==> src/rtl/lag_signal_generator.sv <==
// Pseudo-random far-end sample source with a fixed-lag echo copy.
// A 16-bit Fibonacci LFSR feeds a LAG-deep delay line; everything advances only when enabled.
module lag_signal_generator #(
    parameter int              WIDTH = 16,
    parameter int              LAG   = 4,
    parameter logic [15:0]     SEED  = 16'hACE1
) (
    input  logic             i_clk,
    input  logic             i_rst,
    input  logic             i_en,
    output logic [WIDTH-1:0] o_signal_random,
    output logic [WIDTH-1:0] o_signal_lag,
    output logic             o_lag_valid
);

    // An all-zero seed would lock the LFSR, so it is promoted to 1.
    localparam logic [15:0] RESET_STATE = (SEED == 16'h0000) ? 16'h0001 : SEED;
    localparam int          CW          = $clog2(LAG + 1);
    localparam logic [CW-1:0] FULL      = CW'(LAG);
    localparam logic [CW-1:0] ALMOST    = CW'(LAG - 1);

    logic [WIDTH-1:0] r_lfsr;
    logic [WIDTH-1:0] r_delay [LAG];
    logic [CW-1:0]    r_count;
    logic             r_valid;
    logic             w_fb;

    assign w_fb = r_lfsr[15] ^ r_lfsr[13] ^ r_lfsr[12] ^ r_lfsr[10];

    always_ff @(posedge i_clk) begin
        if (i_rst) begin
            r_lfsr  <= RESET_STATE;
            for (int k = 0; k < LAG; k++) begin
                r_delay[k] <= '0;
            end
            r_count <= '0;
            r_valid <= 1'b0;
        end else if (i_en) begin
            r_lfsr <= (r_lfsr == '0) ? 16'h0001 : {r_lfsr[14:0], w_fb};
            r_delay[0] <= r_lfsr;
            for (int k = 1; k < LAG; k++) begin
                r_delay[k] <= r_delay[k-1];
            end
            // Valid goes high on the edge that brings the fill count to LAG and then sticks.
            if (r_count != FULL) begin
                r_count <= r_count + CW'(1);
            end
            r_valid <= (r_count >= ALMOST);
        end
    end

    assign o_signal_random = r_lfsr;
    assign o_signal_lag    = r_delay[LAG-1];
    assign o_lag_valid     = r_valid;

endmodule

==> config.mk <==
export PLATFORM = sky130hd
export DESIGN_NAME = lag_signal_generator
export DESIGN_NICKNAME = d
export VERILOG_FILES = /design/src/rtl/lag_signal_generator.sv
export SDC_FILE = /design/constraint.sdc
export NUM_CORES = 1
export LEC_CHECK = 0
export CORE_UTILIZATION = 25
export DETAILED_ROUTE_END_ITERATION = 10
export RECOVER_POWER = 100
export SLEW_MARGIN = 20
export SYNTH_ARGS = -nofsm -noshare
export SYNTH_HDL_FRONTEND = slang
export SYNTH_SLANG_ARGS = --single-unit
==> constraint.sdc <==
create_clock -name i_clk -period 2.5 [get_ports i_clk]
set_clock_uncertainty 0.1 [all_clocks]
set_input_delay 0.5 -clock i_clk [delete_from_list [all_inputs] [get_ports i_clk]]
set_output_delay 0.5 -clock i_clk [all_outputs]
set_load 0.01 [all_outputs]
==> results.sh <==
export IMPL_clock_root_buffer="clkbuf_16"
export IMPL_drc=0
export IMPL_arrival_ns=2.06
export IMPL_core_mm2=0.0128
export IMPL_cts_max_level=3
export IMPL_vias=1615
export IMPL_critical_path_cell_chain="clkdlybuf4s50_1 > nor2_1 > clkinvlp_4 > buf_6"
export IMPL_hold_buffers=0
export IMPL_ir_worst_vdd_v=0.000336
export IMPL_power_total_uw=3090
export IMPL_hold_violations=0
export IMPL_ys_seq_area_share_pct=70.2
export IMPL_vias_per_cell=3.77
export IMPL_clock_path_buffers=2
export IMPL_die_area_mm2=0.0137
export IMPL_synth_main_ff_cell="edfxtp_1"
export IMPL_critPathMaxFanout=64
export IMPL_min_period_over_period_pct=85.7
export IMPL_dp_cells=412
export IMPL_setup_viol=0
export IMPL_start_kind="input port"
export IMPL_drv_slew=0
export IMPL_cp_data_required_time_ns=2.42
export IMPL_gr_total_overflow=0
export IMPL_final_antenna_net_count=0
export IMPL_hold_path_depth=2
export IMPL_r2r_end="r_count[1]$_SDFFE_PP0P_"
export IMPL_dp_hpwl_mm=2.82
export IMPL_ios=36
export IMPL_r2r_slack_ns=0.97
export IMPL_hold_class="flop to flop"
export IMPL_max_clock_freq_mhz=467
export IMPL_grt_pass1_wl_mm=7.71
export IMPL_die_h_um=117
export IMPL_yosysUniqueCellTypes=29
export IMPL_antenna_found_initial=0
export IMPL_synth_edff_count=64
export IMPL_wl_per_cell_um=10.8
export IMPL_insertion_delay_ns=0.33
export IMPL_final_cell_mix="64 x edfxtp_1, 40 x and2_1, 33 x dlygate4sd3_1"
export IMPL_hold_end="o_lag_valid$_SDFFE_PP0P_"
export IMPL_syn_area_mm2=0.00331
export IMPL_leakage_uw=0.00156
export IMPL_num_rows=41
export IMPL_grt_max_degree=65
export IMPL_drt_first_pass_iters=4
export IMPL_rsz0062_at_grt="no"
export IMPL_r2r_start="r_count[0]$_SDFFE_PP0P_"
export IMPL_gr_usage_met1_pct=9.28
export IMPL_tightest_slew_ns=0.694
export IMPL_hp_start="o_lag_valid$_SDFFE_PP0P_"
export IMPL_tns_ns=0
export IMPL_syn_num_nets=232
export IMPL_die_x_um=117
export IMPL_grt_pass1_vias=1576
export IMPL_drtIter0Drc=61
export IMPL_cts_resized=0
export IMPL_synth_seq_cells=84
export IMPL_totalWireLength_mm=4.62
export IMPL_rr_worst_depth=5
export IMPL_gr_usage_met2_pct=11.0
export IMPL_outcome="finished clean"
export IMPL_cp_end_kind="flop"
export IMPL_final_common_cell="edfxtp_1"
export IMPL_io_buffers=35
export IMPL_worstSetupPathType="input port to flop"
export IMPL_powerDensity_mw_per_mm2=774
export IMPL_gr_usage_met3_pct=3.81
export IMPL_relSlewSlack_pct=53.6
export IMPL_slowest_stage="nor2_1"
export IMPL_gp_congestion=0.745
export IMPL_clock_sinks=84
export IMPL_syn_area_per_cell_um2=14.6
export IMPL_grt_total_usage_pct=7.68
export IMPL_async_flop_share_pct=0
export IMPL_drive_gt1_share_pct=6.25
export IMPL_clk_pin_slew_ns=0.05
export IMPL_cts_buffers=9
export IMPL_busiest_layer="met2"
export IMPL_start_util_pct=25.9
export IMPL_synthToLayoutAreaGrowth_pct=20.6
export IMPL_ys_warn_count=0
export IMPL_drv_cap=0
export IMPL_finalNonFillerCells=428
export IMPL_critPathMaxStageDelay_ns=0.56
export IMPL_cts_setup_buffers=0
export IMPL_synth_cells=226
export IMPL_cts_tree="yes"
export IMPL_nNetsFinal=257
export IMPL_diodes=0
export IMPL_fin_crit_ns=2.14
-- layout make-up --
class	count	area (µm²)
fill	1291	8780
sequential	84	2320
multi-input combinational	112	757
timing repair buffer	39	389
clock buffer	11	233
tap	172	215
clock inverter	5	52.6
inverter	5	22.5
-- worst max path at each step --
stage / start / end / slack, ns / cells past startpoint
after floorplan: i_en / r_delay[0][0]$_SDFFCE_PN0P_ / 0.06 / 3
after global placement: i_en / r_delay[0][58]$_SDFFCE_PN0P_ / 0.31 / 4
after detailed placement: i_en / r_delay[0][56]$_SDFFCE_PN0P_ / 0.29 / 4
after CTS: o_signal_random[10]$_SDFFE_PP1P_ / o_signal_random[10] / 0.50 / 1
after global routing: i_en / r_delay[0][63]$_SDFFCE_PN0P_ / 0.25 / 4
final: i_en / r_delay[0][49]$_SDFFCE_PN0P_ / 0.36 / 4
-- through the flow --
stage	worst slack (ns)	area [µm²]	hold WS (ns)	util, %
floorplan	0.0591	3310	0.385	-
global placement	0.309	3740	0.368	29.3
detailed placement	0.295	3740	0.369	29.3
CTS	0.497	4030	0.380	31.5
global route	0.252	3990	0.414	31.2
finish	0.358	3990	0.375	31.2
-- where the power goes --
part           switching [µW]  total [µW]  internal [µW]
registers                41.3        1640           1600
clock network             489        1260            766
logic                     100         197           97.0
total                     631        3090           2460
-- cell families (layout without fill, tap and decap cells) --
kind of cell,after synthesis,after routing,share of synthesized area [%]
XOR/XNOR,4,4,1.06
AND/OR/NAND/NOR,84,84,16.0
multiplexers,1,1,0.302
AO/OA/AOI/OAI,20,20,4.76
adder cells (fa/ha/maj),3,3,1.13
buffers and inverters,30,60,6.54
flip-flops,84,84,70.2
-- cells in the mapped netlist, types with 2 or more instances --
library cell,n,area (µm²)
ha_1,3,37.5
a21o_1,8,60.1
xnor2_1,2,17.5
edfxtp_1,64,1920
and2_1,65,407
xor2_1,2,17.5
and2_4,5,43.8
nor4_1,4,25.0
nor2_1,3,11.3
buf_4,17,128
buf_6,5,56.3
a211o_1,7,61.3
nor3_1,2,10.0
inv_1,5,18.8
dfxtp_1,20,400
-- sequential cells by signal (all words and copies together) (netlist names) --
name and cells:
o_lag_valid 1, o_signal_random 16, r_delay 64, r_count 3
-- worst max-delay path, delay by kind of cell --
family / cells / cell delay, ns
buf+inv: 3 / 0.95
simple gates: 1 / 0.56
-- per-layer routing --
layer	part of all wire (%)	vias to the layer above	routed length [µm]
met5	0	-	0
li1	-	819	-
met3	5.3	9	246
met2	43	40	1990
met4	2.4	0	113
met1	49	747	2270
Note: power is estimated with default switching activity, not from simulation.
